## config.mk

```make
export PLATFORM = sky130hd
export DESIGN_NAME = card_deal_sequencer
export DESIGN_NICKNAME = d
export VERILOG_FILES = /design/src/rtl/card_deal_sequencer.sv
export SDC_FILE = /design/constraint.sdc
export NUM_CORES = 1
export LEC_CHECK = 0
export ABC_AREA = 1
export CAP_MARGIN = 10
export CORE_MARGIN = 3
export CORE_UTILIZATION = 35
export CTS_BUF_LIST = sky130_fd_sc_hd__clkbuf_4 sky130_fd_sc_hd__clkbuf_8
export CTS_CLUSTER_DIAMETER = 120
export DETAILED_ROUTE_END_ITERATION = 6
export PLACE_DENSITY = 0.62
export SLEW_MARGIN = 30
export SYNTH_ARGS = -nofsm -noshare
export SYNTH_HDL_FRONTEND = slang
export SYNTH_SLANG_ARGS = --single-unit
```

## constraint.sdc

```tcl
create_clock -name clk -period 5.7 [get_ports clk]
set_clock_uncertainty 0.1 [all_clocks]
set_input_delay 1.71 -clock clk [delete_from_list [all_inputs] [get_ports clk]]
set_output_delay 1.71 -clock clk [all_outputs]
set_load 0.01 [all_outputs]
```

## src/rtl/card_deal_sequencer.sv

```systemverilog
// card_deal_sequencer: deals cards from a random source into player/dealer hands,
// keeps registered blackjack totals and resolves which card lies under a pixel.
module card_deal_sequencer #(
    parameter int MAX_CARDS = 6,
    parameter int CARD_W    = 60,
    parameter int CARD_H    = 84,
    parameter int PITCH     = 68,
    parameter int HAND_X0   = 40,
    parameter int DEALER_Y  = 60,
    parameter int PLAYER_Y  = 300
) (
    input  logic       clk,
    input  logic       reset,
    input  logic       deal_req,
    input  logic       deal_target,
    input  logic       new_round,
    input  logic       reveal_hole,
    output logic       rnd_req,
    input  logic       rnd_ack,
    input  logic [3:0] rnd_value,
    output logic       busy,
    output logic       deal_err,
    input  logic [9:0] x,
    input  logic [8:0] y,
    output logic [9:0] card_x,
    output logic [8:0] card_y,
    output logic [3:0] card_value,
    output logic       card_visible,
    output logic [5:0] player_total,
    output logic [5:0] dealer_total,
    output logic [2:0] player_count,
    output logic [2:0] dealer_count,
    output logic       player_bust,
    output logic       dealer_bust
);
    typedef enum logic [1:0] {IDLE, REQ, STORE, UPDATE} state_t;
    localparam logic [2:0] FULL = 3'(MAX_CARDS);

    state_t state_q, state_d;
    logic tgt_q, tgt_d, rnd_req_q, rnd_req_d, deal_err_q, deal_err_d;
    logic [3:0] val_q, val_d;
    logic [MAX_CARDS-1:0][3:0] hand_q [2], hand_d [2];
    logic [2:0] count_q [2], count_d [2];
    logic [5:0] total_q [2], total_d [2], best [2];
    logic bust_q [2], bust_d [2];
    logic dealer_row, player_row;
    logic [8:0] row_y;

    function automatic logic [5:0] best_total(input logic [MAX_CARDS-1:0][3:0] cards, input logic [2:0] n);
        logic [5:0] hard;
        logic ace;
        hard = '0;
        ace  = 1'b0;
        for (int k = 0; k < MAX_CARDS; k++) begin
            if (k < int'(n)) begin
                hard = hard + (cards[k] > 4'd10 ? 6'd10 : {2'b00, cards[k]});
                ace  = ace | (cards[k] == 4'd1);
            end
        end
        return (ace && hard <= 6'd11) ? hard + 6'd10 : hard;
    endfunction

    assign best[0] = best_total(hand_q[0], count_q[0]);
    assign best[1] = best_total(hand_q[1], count_q[1]);

    always_comb begin
        state_d    = state_q;
        tgt_d      = tgt_q;
        rnd_req_d  = rnd_req_q;
        deal_err_d = 1'b0;
        val_d      = val_q;
        hand_d     = hand_q;
        count_d    = count_q;
        total_d    = total_q;
        bust_d     = bust_q;
        if (new_round) begin
            state_d   = IDLE;
            rnd_req_d = 1'b0;
            count_d   = '{default: '0};
            total_d   = '{default: '0};
            bust_d    = '{default: 1'b0};
        end else begin
            case (state_q)
                IDLE: if (deal_req) begin
                    if (count_q[deal_target] < FULL) begin
                        state_d   = REQ;
                        tgt_d     = deal_target;
                        rnd_req_d = 1'b1;
                    end else deal_err_d = 1'b1;
                end
                // an invalid code drops rnd_req for one cycle before retrying
                REQ: if (rnd_req_q && rnd_ack) begin
                    rnd_req_d = 1'b0;
                    val_d     = rnd_value;
                    if (rnd_value != 4'd0 && rnd_value <= 4'd13) state_d = STORE;
                end else rnd_req_d = 1'b1;
                STORE: begin
                    hand_d[tgt_q][count_q[tgt_q]] = val_q;
                    count_d[tgt_q] = count_q[tgt_q] + 3'd1;
                    state_d = UPDATE;
                end
                default: begin
                    total_d   = best;
                    bust_d[0] = best[0] > 6'd21;
                    bust_d[1] = best[1] > 6'd21;
                    state_d   = IDLE;
                end
            endcase
        end
    end

    always_ff @(posedge clk) begin
        if (reset) begin
            state_q    <= IDLE;
            tgt_q      <= 1'b0;
            rnd_req_q  <= 1'b0;
            deal_err_q <= 1'b0;
            val_q      <= '0;
            hand_q     <= '{default: '0};
            count_q    <= '{default: '0};
            total_q    <= '{default: '0};
            bust_q     <= '{default: 1'b0};
        end else begin
            state_q    <= state_d;
            tgt_q      <= tgt_d;
            rnd_req_q  <= rnd_req_d;
            deal_err_q <= deal_err_d;
            val_q      <= val_d;
            hand_q     <= hand_d;
            count_q    <= count_d;
            total_q    <= total_d;
            bust_q     <= bust_d;
        end
    end

    assign rnd_req      = rnd_req_q;
    assign busy         = state_q != IDLE;
    assign deal_err     = deal_err_q;
    assign player_count = count_q[0];
    assign dealer_count = count_q[1];
    assign player_total = total_q[0];
    assign dealer_total = total_q[1];
    assign player_bust  = bust_q[0];
    assign dealer_bust  = bust_q[1];

    assign dealer_row = int'(y) >= DEALER_Y && int'(y) < DEALER_Y + CARD_H;
    assign player_row = int'(y) >= PLAYER_Y && int'(y) < PLAYER_Y + CARD_H;
    assign row_y      = 9'(dealer_row ? DEALER_Y : PLAYER_Y);

    always_comb begin
        card_x       = '0;
        card_y       = '0;
        card_value   = '0;
        card_visible = 1'b0;
        for (int k = 0; k < MAX_CARDS; k++) begin
            if ((dealer_row || player_row) && k < int'(count_q[dealer_row]) &&
                int'(x) >= HAND_X0 + k * PITCH && int'(x) < HAND_X0 + k * PITCH + CARD_W) begin
                card_x       = 10'(HAND_X0 + k * PITCH);
                card_y       = row_y;
                card_value   = hand_q[dealer_row][k];
                card_visible = !(dealer_row && k == 1 && !reveal_hole);
            end
        end
    end
endmodule

```

# Word-level counts from Yosys, hierarchy flattened
# Index checks and enable logic that the tools add are counted.
[op_classes] eq_ne=18 magnitude_cmp=58 n_addsub=13 bitwise=16 reduce_logical=42 n_mux=93
[ops] op="$mux W24" n=4
[ops] op="$mux W4" n=21
[ops] op="$mux W6" n=12
[ops] op="$mux W9" n=7
[ops] op="$add A6 B4 Y6" n=9
[ops] op="$mux W10" n=5
[ops] op="$bwmux W48" n=1
[ops] op="$eq A4 B1 Y1 const B" n=12
[ops] op="$gt A4 B4 Y1 const B" n=12
[ops] op="$lt A10 B9 Y1 const B" n=3
[ops] op="$mux W3" n=10
[ops] op="$logic_and A1 B1 Y1" n=27
[ops] op="$demux W24 S1" n=1
[ops] op="$mux W1" n=22
[ops] op="$ge A10 B8 Y1 const B" n=2
[ops] op="$ge A10 B9 Y1 const B" n=2
[ops] op="$lt A10 B8 Y1 const B" n=2
[ops] op="$lt A1 B3 Y1 const A" n=6
[ops] op="$lt A2 B3 Y1 const A" n=6
[ops] op="$lt A3 B3 Y1 const A" n=6
[ops] op="$add A6 B4 Y6 const B" n=2
[ops] op="$demux W4 S3" n=1
[ops] op="$gt A6 B5 Y1 const B" n=2
[ops] op="$le A6 B4 Y1 const B" n=2
[ops] op="38 further kinds" n=63
[word_totals] ff_bits=77 output_inout_bits=47 word_cells=263

# Depth between registers and ports, before layout
# Gate-level depths: netlist of run 1.
[depth] ltp_word=17 depth_mapped=44 mapped_depth_nobuf=43

# Worst setup path after synthesis of run 1
# OpenSTA, ideal clock, no wires.
[synth_timing] path_type="reg-to-reg" start="reg count_q (netlist bit player_count[2])" end="reg bust_q (netlist bit player_bust)" required_time_ps=5478 stages_incl_launch_ff=40 period_less_slack_ps=5839 arrival_time_ps=5618 slack_ps=-139 setup_ps=122 n_path_buf=1 path_cell_list="dfxtp_1 -> buf_6 -> nor2_2 -> nand2_1 -> nand2_1 -> nor2_1 -> ha_1 -> fa_1 -> o21ai_0 -> inv_1 -> fa_1 -> xor2_1 -> o21a_1 -> ha_1 -> a21oi_1 -> nand2_1 -> or2_2 -> nand2_1 -> [... 4 more ...] -> nand2_1 -> ha_1 -> nand2_1 -> nand2_1 -> a31oi_1 -> nor2_1 -> inv_1 -> nand2_1 -> nand2_2 -> nand2_2 -> nor2_4 -> nand2_1 -> nor2_1 -> nand2_1 -> nand2_1 -> nand2_1 -> nand2_1 -> a21oi_2"
[synth_between] elab_chain_len=16
[synth_rtl] item="start, declared" line="43" rtl="logic [2:0] count_q [2], count_d [2];"
[synth_rtl] item="start signal, assigned" line="130" rtl="count_q <= count_d;"
[synth_rtl] item="$lt A1 B3 Y1" line="55" rtl="if (k < int'(n)) begin"
[synth_rtl] item="$mux W4" line="55"
[synth_rtl] item="$add A4 B4 Y5" line="56" rtl="hard = hard + (cards[k] > 4'd10 ? 6'd10 : {2'b00, cards[k]});"
[synth_rtl] item="$mux W5" line="55"
[synth_rtl] item="$add A6 B4 Y6" line="56"
[synth_rtl] item="$mux W6" line="55"
[synth_rtl] item="$add A6 B4 Y6" line="56"
[synth_rtl] item="$mux W6" line="55"
[synth_rtl] item="$add A6 B4 Y6" line="56"
[synth_rtl] item="$mux W6" line="55"
[synth_rtl] item="$add A6 B4 Y6" line="56"
[synth_rtl] item="$mux W6" line="55"
[synth_rtl] item="$le A6 B4 Y1" line="60" rtl="return (ace && hard <= 6'd11) ? hard + 6'd10 : hard;"
[synth_rtl] item="$logic_and A1 B1 Y1" line="60"
[synth_rtl] item="$mux W6 *" line="60"
[synth_rtl] item="$gt A6 B5 Y1 *" line="104" rtl="bust_d[0] = best[0] > 6'd21;"
[synth_rtl] item="end signal, assigned" line="132" rtl="bust_q <= bust_d;"
[synth_rtl] item="end, declared" line="45" rtl="logic bust_q [2], bust_d [2];"
# Mark *: on every way between the ends. The rest lies on a longest branch, timed or not.
# A chain may end at the register's enable or synchronous reset.

# Worst setup path after layout of run 1
[layout_timing] start="in x[5]" end="out card_x[8]"
[layout_between] elab_chain_len=7
[layout_rtl] item="start, declared" line="23" rtl="input logic [9:0] x,"
[layout_rtl] item="$ge A10 B8 Y1" line="157" rtl="int'(x) >= HAND_X0 + k * PITCH && int'(x) < HAND_X0 + k * PITCH + CARD_W) begin"
[layout_rtl] item="$logic_and A1 B1 Y1" line="156" rtl="if ((dealer_row || player_row) && k < int'(count_q[dealer_row]) &&"
[layout_rtl] item="$logic_and A1 B1 Y1" line="157"
[layout_rtl] item="$mux W10 (3 in series)" line="156"
[layout_rtl] item="$mux W10 *" line="156"
[layout_rtl] item="end, declared" line="25" rtl="output logic [9:0] card_x,"
# Marked as above.

==> key figures, run 1 <==
Placement
  – Buffers added on ports: 65
  – Final HPWL DP: 16.0 mm
  – Final Wtd Congestion: 0.860
  – Placed inst area: 8580 sq um

Clocking
  – CTS clk-pin slew, worst paths: 0.08 ns
  – CTS Hold Bufs: 0
  – CTS root buffer: clkbuf_8
  – Num CTS Buffers: 9
  – Clock buffer depth: 2
  – CTS tree: yes
  – Sink Count: 77
  – Htree depth: 3
  – Worst skew pair latency: 0.36 ns

STA
  – Fmax: 0.180 GHz
  – Min cycle time layout: about 5.5 ns
  – Period utilisation layout: 97.4%
  – Setup_tns: 0 ns
  – Slew Viols, Final: 0
  – Final setup violation count: 0
  – Worst Tran Pin Value: around 0.8 ns
  – Final Hold Viols: 0
  – RSZ-0062 raised after global routing: yes
  – Worst rel slew slack: 46.7%

Global routing
  – Met3 Use GR: approximately 2%
  – Largest net degree at the start of global routing: 48
  – Met1 global-route usage: about a quarter
  – Layer with the highest usage: met2
  – All-Layer GR Usage: approximately a fifth
  – Vias in the first global route: 7253
  – Antenna violations before repair: 0
  – Total gr overflow: 0
  – Grt met2 use: 32.7%
  – First-pass GRT wire length: 34.1 mm

Run
  – Max_cap viols: 0

Outcome
  – Status: finished clean

Drt
  – Post-DRT Antenna Nets: 0
  – DRC violations left: 0
  – 1st-iter DRT viols: 503
  – WL/cell: 13.3 microns
  – DR pass1 iterations: 7
  – Routed wire length: 21.1 mm
  – Vias: roughly 7800
  – Vias per inst: slightly below 5

Critical path
  – Worst Setup EP: card_x[8]
  – CP required: 3.89 ns
  – Critical Path End Type: primary output
  – Worst-case reg-to-reg path depth: 29
  – Worst Path Class, Setup: primary input to primary output
  – Critical Path Source: x[5]
  – Reg2Reg Setup Slack: 0.22 ns
  – R2R Path End: player_total[2]$_SDFFE_PP0N_
  – Crit path arrival time: 3.74 ns
  – Worst-path fanout max: 4
  – CP startpoint kind: primary input
  – R2r startpoint: player_count[1]$_SDFFE_PP0P_

Yosys
  – Post-synth cell types: between 40 and 50
  – Leading area contributor after synthesis: dfxtp_1
  – EDFF count, synth: 0
  – Seq/Total Area, Yosys: 21.9%
  – Synthesized area: 7030 sq um
  – Post-synth top cells: 251 x nand2_1, 165 x inv_1, 135 x nor2_1
  – Top_reg_cell synth: dfxtp_1
  – Count leader, synth: nand2_1
  – Yosys warning count: 0
  – Register bit count reported by yosys: 77
  – Top area cells in the synthesized netlist: dfxtp_1 22%, nand2_1 13%, inv_1 8.8%
  – Async SR Flop Fraction: 0%
  – Syn avg cell area: 6.09 sq um
  – Synth Instances: approximately 1200
  – Share of the synthesized area in the top cell type: 21.9%

Pwr
  – Logic pwr share: between 10% and 20%
  – P_leak: 0.00462 uW
  – Switching share of power: 26.8%
  – Max IR drop VDD: roughly 0.000093 V
  – Clock power share: 37.9%
  – Net switching power: approximately 320 uW
  – Int Pwr: 878 uW
  – Power Dens Cells: 123 nW/um^2
  – Flop pwr share: 45.7%
  – Total power: between 1000 and 1500 uW

Cells and area
  – # nets final: roughly 1400
  – Ratio of cells with drive above 1 in the final layout: 28.6%
  – Area grow syn2layout: 38.6%
  – Diodes inserted: 0
  – Final instance area: 9740 sq um

Floorplanning
  – Die area: 21800 sq um
  – I/O pin count: 77
  – Starting Density: 35.9%
  – Core area: between 15000 and 20000 sq um
  – Die Width: 148 microns
  – Number of core rows: 51
  – Die Y-Extent: 148 microns

Worst hold path
  – Type of the worst min-delay path: flop to flop
[layer usage]
metal / vias to the layer above / routed length (microns)
li1: 4092 / -
met5: - / 0
met2: 103 / 10400
met4: 0 / 265
met1: 3534 / 9910
met3: 23 / 602
[metrics by stage]
stage	utilization [%]	hold slack (ns)	worst slack, ns	instances
2_1_floorplan	-	0.356	0.00905	1159
3_3_place_gp	43.8	0.367	-0.532	1547
3_5_place_dp	43.8	0.372	-0.569	1547
4_1_cts	45.4	0.387	0.00655	1569
5_1_grt	49.7	0.410	-0.151	1592
6_report	49.7	0.376	0.151	1592
[how the worst min path moves through the flow]
stage,end,from,depth (start not counted)
floorplan,hand_q[16]$_SDFFE_PP0P_,hand_q[16]$_SDFFE_PP0P_,2
CTS,dealer_total[0]$_SDFFE_PP0N_,dealer_total[0]$_SDFFE_PP0N_,2
global placement,dealer_total[3]$_SDFFE_PP0N_,dealer_total[3]$_SDFFE_PP0N_,2
detailed placement,player_total[3]$_SDFFE_PP0N_,player_total[3]$_SDFFE_PP0N_,2
global route,player_total[0]$_SDFFE_PP0N_,player_total[0]$_SDFFE_PP0N_,2
finish,dealer_total[0]$_SDFFE_PP0N_,dealer_total[0]$_SDFFE_PP0N_,2
[kinds of logic (layout without fill, tap and decap cells)]
logic type	Yosys count	after routing	share of synthesized area [%]
buffers and inverters	219	387	12.5
adder cells (fa/ha/maj)	57	57	11.2
AO/OA/AOI/OAI	264	264	21.0
flip-flops	77	77	21.9
AND/OR/NAND/NOR	525	525	32.1
XOR/XNOR	10	10	1.25
other	1	7	0.0534
[flip-flops by register name (all words and copies together) (netlist names), 2 cells and up]
signal and cells:
hand_q 48, dealer_total 6, player_total 6, val_q 4, dealer_count 3, player_count 3, state_q 2
[placed cells by master, fill, tap and decap left out, types with 12 or more instances in the layout]
master | Yosys | final
nand2_2 | 16 | 58
buf_2 | 1 | 14
nand4_1 | 13 | 13
clkdlybuf4s50_1 | 0 | 39
o211ai_1 | 12 | 12
nor2_1 | 135 | 123
nand3_1 | 58 | 47
nand3_2 | 2 | 12
a21oi_1 | 95 | 82
inv_1 | 165 | 150
dfxtp_1 | 77 | 65
o21ai_0 | 113 | 103
inv_2 | 9 | 22
a21oi_2 | 3 | 14
ha_1 | 47 | 28
buf_4 | 12 | 125
ha_4 | 0 | 16
nand2_1 | 251 | 205
[critical path, stage by stage]
cell	delay (ns)
clkdlybuf4s50_1	0.50
nand2_1	0.12
nor2_2	0.13
a311oi_1	0.10
a211oi_1	0.21
inv_1	0.12
nor3_4	0.25
nor2_4	0.06
buf_4	0.13
buf_4	0.13
inv_1	0.04
clkdlybuf4s15_2	0.22
[timing repair]
action | 4_1_cts | 5_1_grt
hold endpoints to repair | 0 | 0
setup endpoints to repair | 25 | 29
gates resized for setup | 104 | 174
pin swaps | 17 | 92
setup buffers | 8 | 23
[power by group through the flow]
stage | Clock (uW) | Combinational [uW] | Sequential (uW)
floorplan | 0 | 102 | 559
global placement | 0 | 168 | 560
detailed placement | 0 | 170 | 561
CTS | 466 | 177 | 548
global route | 485 | 220 | 549
finish | 454 | 197 | 548
[final cells by class]
class / instances / area (sq um)
inverters: 176 / 667
clock inverters: 6 / 87.6
fillers: 1967 / 9850
multi-input cells: 863 / 5380
repair buffers: 195 / 1580
flip-flops and latches: 77 / 1560
clock buffers: 10 / 131
well taps: 265 / 332
No activity file was read; power rests on OpenSTA's default activity.
==> inputs of run 2 (changes only) <==
- PLACE_DENSITY: 0.62 -> 0.6
- clock period: 5.7 -> 5.3 ns (I/O delays scaled with it)
==> run 2 against run 1 <==
  * The flow now finishes with violations (setup timing)
  * Largest power group unchanged
  * Clock-buffer cell count increased by 1
  * Sequential cell count unchanged
  * Combinational power grew 13%
  * Register-to-register slack got worse by 0.34 ns
  * Final cell count increased by 3.5%
  * Critical endpoint is now player_bust$_SDFFE_PP0N_
  * Critical path type is now flop to flop
  * Sequential power rose by 7.5%
==> key figures, run 2 (synthesis gave the netlist of run 1 again) <==
Critical path
  – Worst Path Class, Setup: flop to flop
  – CP required: 5.50 ns (+1.61 ns)
  – CP max stage delay: 0.51 ns (about the same)
  – Reg2Reg Setup Slack: -0.12 ns (-0.34 ns)
  – Worst-path fanout max: 4 (unchanged)
  – CP most frequent cell: nand2_2
  – Slowest CP cell: fa_1
  – CP bufs+invs: 6 (unchanged)
  – Crit path max-delay family: adder cells
  – CP startpoint kind: flop
  – Critical Path End Type: flop
  – Crit path arrival time: 5.63 ns (+1.89 ns)

Cells and area
  – Fill count: 1956 (-0.56%)
  – Final instance area: 10200 sq um (+4.5%)
  – Area of the multi-input gates: 5480 sq um (+1.8%)
  – # nets final: 1464 (+3.9%)
  – Largest reg by FF count: hand_q
  – Area grow syn2layout: 44.9%
  – Max reg flops: 48 (unchanged)
  – Ratio of cells with drive above 1 in the final layout: 33.2% (+4.6 points)
  – Diodes inserted: 0 (unchanged)
  – Seq. cell area: 1560 sq um (-0.24%)
  – Commonest non-fill, non-tap cell in the layout: nand2_1
  – Most frequent cells in the layout: 193 x nand2_1, 178 x buf_4, 144 x inv_1

Floorplanning
  – Core area: 19600 sq um (unchanged)
  – Die area: 21800 sq um (unchanged)
  – I/O pin count: 77 (unchanged)
  – Starting Density: 35.9% (unchanged)
  – Die Y-Extent: 148 microns (unchanged)
  – Die Width: 148 microns (unchanged)
  – Number of core rows: 51 (unchanged)

Clocking
  – Clock buffer depth: 2 (unchanged)
  – Sink Count: 77 (unchanged)
  – Worst skew pair latency: 0.36 ns (about the same)
  – Htree depth: 3 (unchanged)
  – CTS root buffer: clkbuf_8
  – CTS clk-pin slew, worst paths: 0.08 ns (about the same)
  – CTS tree: yes
  – CTS Hold Bufs: 0 (unchanged)
  – Num CTS Buffers: 9 (unchanged)

Placement
  – Final HPWL DP: 16.6 mm (+3.6%)
  – Buffers added on ports: 65 (unchanged)
  – Final Wtd Congestion: 0.872 (+1.4%)
  – Placed inst area: 9040 sq um (+5.4%)

Pwr
  – Power Dens Cells: 121 nW/um^2 (-2.0%)
  – P_leak: 0.00481 uW (+4.1%)
  – Max IR drop VDD: 0.0000955 V (+2.4%)

STA
  – Slew Viols, Final: 0 (unchanged)
  – Setup_tns: -0.504 ns (-0.504 ns)
  – Min cycle time layout: 5.42 ns
  – Hold_ws: 0.385 ns (+0.00874 ns)
  – RSZ-0062 raised after global routing: yes
  – Final setup violation count: 7 (+7)
  – Worst Tran Pin Value: 0.683 ns (-0.110 ns)
  – Final Hold Viols: 0 (unchanged)
  – PnR worst setup slack: -0.124 ns (-0.275 ns)
  – Fmax: between 0.15 and 0.2 GHz
  – Worst rel slew slack: 54.1% (+7.4 points)
  – Period utilisation layout: 102%

Run
  – Max_cap viols: 0 (unchanged)

Global routing
  – Largest net degree at the start of global routing: 54 (+13%)
  – First-pass GRT wire length: 35.9 mm (+5.1%)
  – All-Layer GR Usage: 19.8% (+1.1 points)
  – Antenna violations before repair: 0 (unchanged)
  – Total gr overflow: 0 (unchanged)
  – Vias in the first global route: 7500 (+3.4%)

Drt
  – Routed wire length: 21.6 mm (+2.2%)
  – DRC violations left: 0 (unchanged)
  – Post-DRT Antenna Nets: 0 (unchanged)
  – Vias per inst: 4.80 (-1.4%)
  – Vias: 7906 (+2.0%)
  – 1st-iter DRT viols: 404 (-20%)
  – DR pass1 iterations: 5 (-2)
  – WL/cell: 13.1 microns (-1.2%)

Outcome
  – Failing checks: setup timing
  – Status: finished with violations

Worst hold path
  – Type of the worst min-delay path: flop to flop
## run 2: changes by cell type in the layout (fill, tap and decap cells not counted), sizes merged
cell,delta
buf,+56
dlymetal6s2s,-4
clkbuf,+3
bufinv,-2
clkdlybuf4s50,-2
dlygate4sd2,+2
inv,+1
nand3,+1
## run 2: report_power, final
| group | internal [uW] | switching (uW) |
|---|---|---|
| Sequential | 584 | 5.70 |
| Combinational | 98.8 | 124 |
| Clock | 194 | 222 |
| Total | 877 | 352 |
## run 2: worst paths after layout
check / from / to / depth (start not counted)
max: player_count[1]$_SDFFE_PP0P_ / player_bust$_SDFFE_PP0N_ / 37
min: dealer_total[0]$_SDFFE_PP0N_ / dealer_total[0]$_SDFFE_PP0N_ / 2
max reg2reg: player_count[1]$_SDFFE_PP0P_ / player_bust$_SDFFE_PP0N_ / 37
min reg2reg: dealer_total[0]$_SDFFE_PP0N_ / dealer_total[0]$_SDFFE_PP0N_ / 2
## run 2: tightest hold or removal path: stages, from the launching register on
cell     delay (ns)
dfxtp_1        0.32
nand2_1        0.06
a21oi_1        0.06
## run 2: cell type report
type | instances | share of cell area (%)
clock inverters | 5 | 0.344
clock buffers | 11 | 1.49
inverters | 176 | 6.49
well taps | 265 | 3.26
multi-input cells | 864 | 53.8
repair buffers | 249 | 19.3
flip-flops and latches | 77 | 15.3
## run 2: metal layers
metal,track usage (%),up-vias,part of all wire [%]
met5,0,-,0
met4,5.50,0,2.0
met3,1.29,30,2.5
met2,34.1,105,49
met1,26.8,3586,47
li1,-,4185,-
## run 2: metrics by stage
stage	power (uW)	setup slack, ns	util, %	instances
after floorplan	719	-0.0527	-	1159
after global placement	798	-0.712	46.1	1578
after detailed placement	801	-0.763	46.1	1578
after CTS	1220	-0.0764	49.9	1633
after global routing	1280	-0.481	52.0	1647
final	1230	-0.124	52.0	1647
## run 2: repair_timing
item / 4_1_cts / 5_1_grt
endpoints found under the setup margin: 29 / 29
pin swaps: 101 / 82
cloned: 1 / 0
buffers inserted: 38 / 15
gates resized for setup: 180 / 94
==> inputs of run 3 (changes only) <==
- PLACE_DENSITY: 0.6 -> 0.63
- clock period: 5.3 -> 6.75 ns (I/O delays scaled with it)
==> run 3 against run 2 <==
  * The run now ends clean
  * Clock power shrank 26%
  * Worst setup slack gained 0.22 ns
  * Design area shrank 18%
  * Clock-buffer cell count grew 1
  * Final cell count shrank 9.0%
  * First-iteration DRC count grew 11%
  * Hold slack lost 0.0031 ns
  * Core utilization shrank 9.4 points
  * Total power shrank 26%
  * Critical endpoint is now card_x[5]
  * Largest cell class unchanged
==> key figures, run 3 (synthesis gave the netlist of run 1 again) <==
Drt
  – Routed wire length: 18.9 mm (-12%)
  – DR top layer: met4
  – Vias per inst: 4.83 (+0.71%)
  – DRC violations left: 0 (unchanged)
  – Metal2 WL: 8.78 mm (-16%)
  – DR pass1 iterations: 5 (unchanged)
  – WL met3: 743 microns (+39%)
  – Metal-1 WL: 9.05 mm (-11%)
  – Post-DRT Antenna Nets: 0 (unchanged)
  – 1st-iter DRT viols: 449 (+11%)
  – Vias: 7247 (-8.3%)
  – WL/cell: 12.6 microns (-3.8%)

STA
  – Period utilisation layout: between 90% and 100%
  – Hold_ws: 0.382 ns (-0.00315 ns)
  – Slew Viols, Final: 0 (unchanged)
  – Worst Tran Pin Value: 0.708 ns (+0.0250 ns)
  – Final Hold Viols: 0 (unchanged)
  – Worst rel slew slack: 52.4% (-1.7 points)
  – PnR worst setup slack: 0.101 ns (+0.225 ns)
  – Setup_tns: 0 ns (+0.504 ns)
  – RSZ-0062 raised after global routing: yes
  – Min cycle time layout: 6.65 ns
  – Final setup violation count: 0 (-7)
  – Fmax: 0.150 GHz

Critical path
  – CP required: 4.62 ns (-0.88 ns)
  – Slowest CP cell: clkdlybuf4s50_1
  – Reg2Reg Setup Slack: 0.64 ns (+0.76 ns)
  – Worst-path fanout max: 4 (unchanged)
  – CP max stage delay: 0.50 ns (about the same)
  – CP startpoint kind: primary input
  – Worst Path Class, Setup: primary input to primary output
  – Critical path, cell by cell: clkdlybuf4s50_1, inv_1, o311ai_4, nand3_2, nand2_2, o21ai_4, nand2_2, nor2_2, nand2_2, inv_1, nor2_1, nand3_1, nor2_2, inv_1, dlygate4sd2_1
  – Crit path arrival time: 4.52 ns (-1.11 ns)
  – Critical Path End Type: primary output

Cells and area
  – Diodes inserted: 0 (unchanged)
  – # nets final: 1318 (-10%)
  – Commonest non-fill, non-tap cell in the layout: nand2_1
  – Most frequent cells in the layout: 246 x nand2_1, 163 x inv_1, 133 x nor2_1
  – Fill count: 2126 (+8.7%)
  – Largest reg by FF count: hand_q
  – Area grow syn2layout: 18.8%
  – Ratio of cells with drive above 1 in the final layout: 10.3% (-23 points)
  – Final core area utilization: 42.6% (-9.4 points)
  – Max reg flops: 48 (unchanged)

Global routing
  – All-Layer GR Usage: 17.4% (-2.4 points)
  – Total gr overflow: 0 (unchanged)
  – Antenna violations before repair: 0 (unchanged)
  – First-pass GRT wire length: 31.7 mm (-12%)
  – Vias in the first global route: 6600 (-12%)
  – Largest net degree at the start of global routing: 54 (unchanged)

Run
  – Max_cap viols: 0 (unchanged)

Clocking
  – Htree depth: 3 (unchanged)
  – Num CTS Buffers: 9 (unchanged)
  – Sink Count: 77 (unchanged)
  – CTS tree: yes
  – CTS clk-pin slew, worst paths: 0.08 ns (about the same)
  – Clock buffer depth: 2 (unchanged)
  – CTS Hold Bufs: 0 (unchanged)
  – Worst skew pair latency: 0.36 ns (about the same)
  – CTS root buffer: clkbuf_8

Pwr
  – P_leak: 0.00414 uW (-14%)
  – Power Dens Cells: 110 nW/um^2 (-9.3%)
  – Max IR drop VDD: 0.0000812 V (-15%)

Floorplanning
  – Die area: 21800 sq um (unchanged)
  – Starting Density: 35.9% (unchanged)
  – I/O pin count: 77 (unchanged)
  – Die Width: 148 microns (unchanged)
  – Die Y-Extent: 148 microns (unchanged)
  – Core area: 19600 sq um (unchanged)
  – Number of core rows: 51 (unchanged)

Worst hold path
  – Type of the worst min-delay path: flop to flop

Placement
  – Final Wtd Congestion: 0.861 (-1.2%)
  – Final HPWL DP: 15.1 mm (-9.3%)
  – Placement-stage worst setup slack: -0.251 ns (+0.512 ns)
  – Buffers added on ports: 65 (unchanged)

Outcome
  – Status: finished clean
[run 3: timing repair]
action | CTS | global route
setup endpoints to repair | 17 | 16
buffers inserted | 2 | 6
endpoints found under the hold margin | 0 | 0
pin swaps | 1 | 6
gates resized for setup | 19 | 31
gates cloned | 0 | 1
[run 3: report_power, final]
group / switching, uW / internal [uW]
sequential: 5.40 / 458
combinational: 82.7 / 57.3
clock: 158 / 152
total: 246 / 668
[run 3: worst paths after layout]
kind,startpoint,endpoint,cells past startpoint
setup / recovery,y[5],card_x[5],15
hold / removal,player_total[0]$_SDFFE_PP0N_,player_total[0]$_SDFFE_PP0N_,2
setup reg to reg,player_count[1]$_SDFFE_PP0P_,player_total[3]$_SDFFE_PP0N_,38
hold reg to reg,player_total[0]$_SDFFE_PP0N_,player_total[0]$_SDFFE_PP0N_,2
[run 3: layout make-up]
| cell class | count | area [sq um] | share of cell area [%] |
|---|---|---|---|
| Multi-Input combinational cell | 864 | 4730 | 56.6 |
| Sequential cell | 77 | 1540 | 18.5 |
| Timing Repair Buffer | 103 | 917 | 11.0 |
| Inverter | 176 | 661 | 7.92 |
| Tap cell | 265 | 332 | 3.97 |
| Clock buffer | 12 | 159 | 1.90 |
| Clock inverter | 2 | 10.0 | 0.120 |
[run 3: metrics by stage]
step / power, uW / area (sq um) / instances
after detailed placement: 606 / 8040 / 1476
after floorplan: 559 / 7050 / 1159
final: 914 / 8350 / 1499
after global routing: 959 / 8350 / 1499
after global placement: 604 / 8040 / 1476
after CTS: 914 / 8230 / 1492
[run 3: critical path: cells and delay by family]
| family | cells | cell delay (ns) |
|---|---|---|
| compound gates | 2 | 0.43 |
| simple gates | 8 | 1.04 |
| buf+inv | 5 | 1.02 |
[run 3: routing by layer]
metal,vias to the layer above,track usage (%)
met5,-,0
met2,127,29.1
met3,27,1.44
met1,3203,24.2
li1,3890,-
met4,0,4.66
==> patch, RTL diff (settings of run 3) <==
`MAX_CARDS`: 6 -> 3.
--- a/src/rtl/card_deal_sequencer.sv
+++ b/src/rtl/card_deal_sequencer.sv
@@ -2,5 +2,5 @@
 // keeps registered blackjack totals and resolves which card lies under a pixel.
 module card_deal_sequencer #(
-    parameter int MAX_CARDS = 6,
+    parameter int MAX_CARDS = 3,
     parameter int CARD_W    = 60,
     parameter int CARD_H    = 84,
Behaviour: same outputs for any inputs over 4 cycles, from zero or initial values and one cycle with reset high; that may be too few to reach the edited logic, so the function may still have changed.
==> patch against run 3 <==
Synthesized cell count is 45% lower. Setup slack improved by 130 ps. Largest cell class unchanged. Cell area is 40% lower. Sequential cell count fell by 24. Die area decreased by 40%. Maximum frequency is 2.1% higher. Wire length fell by 41%. Total power shrank 30%. Synthesized area shrank 41%. Combinational power fell by 35%. Utilization grew 2.4 points.
==> patch: results (changes against run 3) <==
* 0.305 — met2 GRT Util, +0.0143
* 0.872 — Final Wtd Congestion, +1.2%
* 0.0275 — met3 track demand over resource, +0.0131
* 4201 — vias after detailed routing, -42%
* 570 ps — Critical Path Max Stage Delay, +70 ps
* 4119 — number of global-route vias before repair, -38%
* 5 — cts bufs inserted, -4
* completed — status
* 829 — Cells after DPL, -44%
* 41 — count of cell types in the netlist, -15%
* 4860 sq um — placed standard-cell area, -40%
* sky130_fd_sc_hd__nand2_1, sky130_fd_sc_hd__inv_1, sky130_fd_sc_hd__nor2_1 — ranking of synthesized cells by instance count
* 4390 ps — worst endpoint data arrival time, -130 ps
* 24 — Largest register FFs, -50%
* -41.8 ps — placement-stage worst setup slack, +209 ps
* 64 — count of port buffers added during placement, -1.5%
* 0.171 — Global Route Usage Sum, -0.00252
* 8980 um — detailed placer's ending HPWL, -40%
* 0.0758 — ratio of cells with drive above 1 in the final layout, -0.0271
* 231 — violation count after the first detailed-route iteration, -49%
* 2.38 nW — Leak Pwr, -43%
* 72.0 uV — Worst IR Drop VDD, -11%
* sky130_fd_sc_hd__dfxtp_1, sky130_fd_sc_hd__nand2_1, sky130_fd_sc_hd__inv_1 — cells taking the most area after synthesis
* 11200 um — overall routed net length, -41%
* 18500 um — first-pass GRT wire length, -42%
* 0.258 — sequential-to-total area share from yosys stat, +0.0383
* 6.46 sq um — average footprint of a synthesized cell, +6.1%
* 2560 sq um — area of the multi-input gates, -46%
* buffers and inverters — cell family with the largest share of critical-path delay
* 5.01 — Via-to-Cell Ratio, +3.6%
* 0.216 — grt met1 use, -0.0259
* 8 — critical path fanouts, max, +4
* 31 — maximum number of pins on one net before global-route repair, -43%
==> patch: path summary, 6_finish.rpt <==
path	start	endpoint	slack [ps]	cells after the start
max reg2reg	dealer_count[2]	dealer_bust	2620	23
min	hand_q[5]	hand_q[5]	420	2
min reg2reg	hand_q[5]	hand_q[5]	420	2
max	y[6]	card_y[4]	230	13
==> patch: logic make-up (layout without fill, tap and decap cells) <==
logic type,Yosys count,in the layout,share of synthesized area
buffers and inverters,129,184,0.131
flip-flops,53,53,0.258
multiplexers,2,2,0.00547
other,1,8,0.000911
AO/OA/AOI/OAI,140,140,0.203
adder cells (fa/ha/maj),30,30,0.0985
AND/OR/NAND/NOR,277,277,0.292
XOR/XNOR,5,5,0.0106
==> patch: worst register-to-register path: cells and delay by family, from the launching register on <==
family	cells	cell delay [ps]
AO/OA/AOI/OAI	2	260
flip-flops	1	430
adder cells (fa/ha/maj)	4	1390
buffers and inverters	6	440
AND/OR/NAND/NOR	11	1410
==> patch: area by class of cell <==
class	count	share of cell area
clock buffers	6	0.0164
clock inverters	2	0.00747
inverters	103	0.0774
multi-input cells	462	0.509
flip-flops and latches	53	0.211
well taps	140	0.0349
repair buffers	73	0.144
==> patch: layer usage <==
metal | part of all wire | wire length, um
met2 | 0.49 | 5550
met5 | 0 | 0
met1 | 0.46 | 5200
met4 | 0.0084 | 94
met3 | 0.034 | 378
==> patch: power breakdown <==
part           internal, W  switching, W  leakage (nW)
Sequential        0.000317    0.00000469         0.428
Clock             0.000121      0.000108        0.0574
Combinational    0.0000386     0.0000518          1.90
Total             0.000476      0.000165          2.38
==> patch: repair_timing <==
item	4_1_cts	5_1_grt
gates resized for setup	1	11
pin swaps	0	1
setup endpoints to repair	5	12
buffers inserted	0	2
hold buffers	0	0
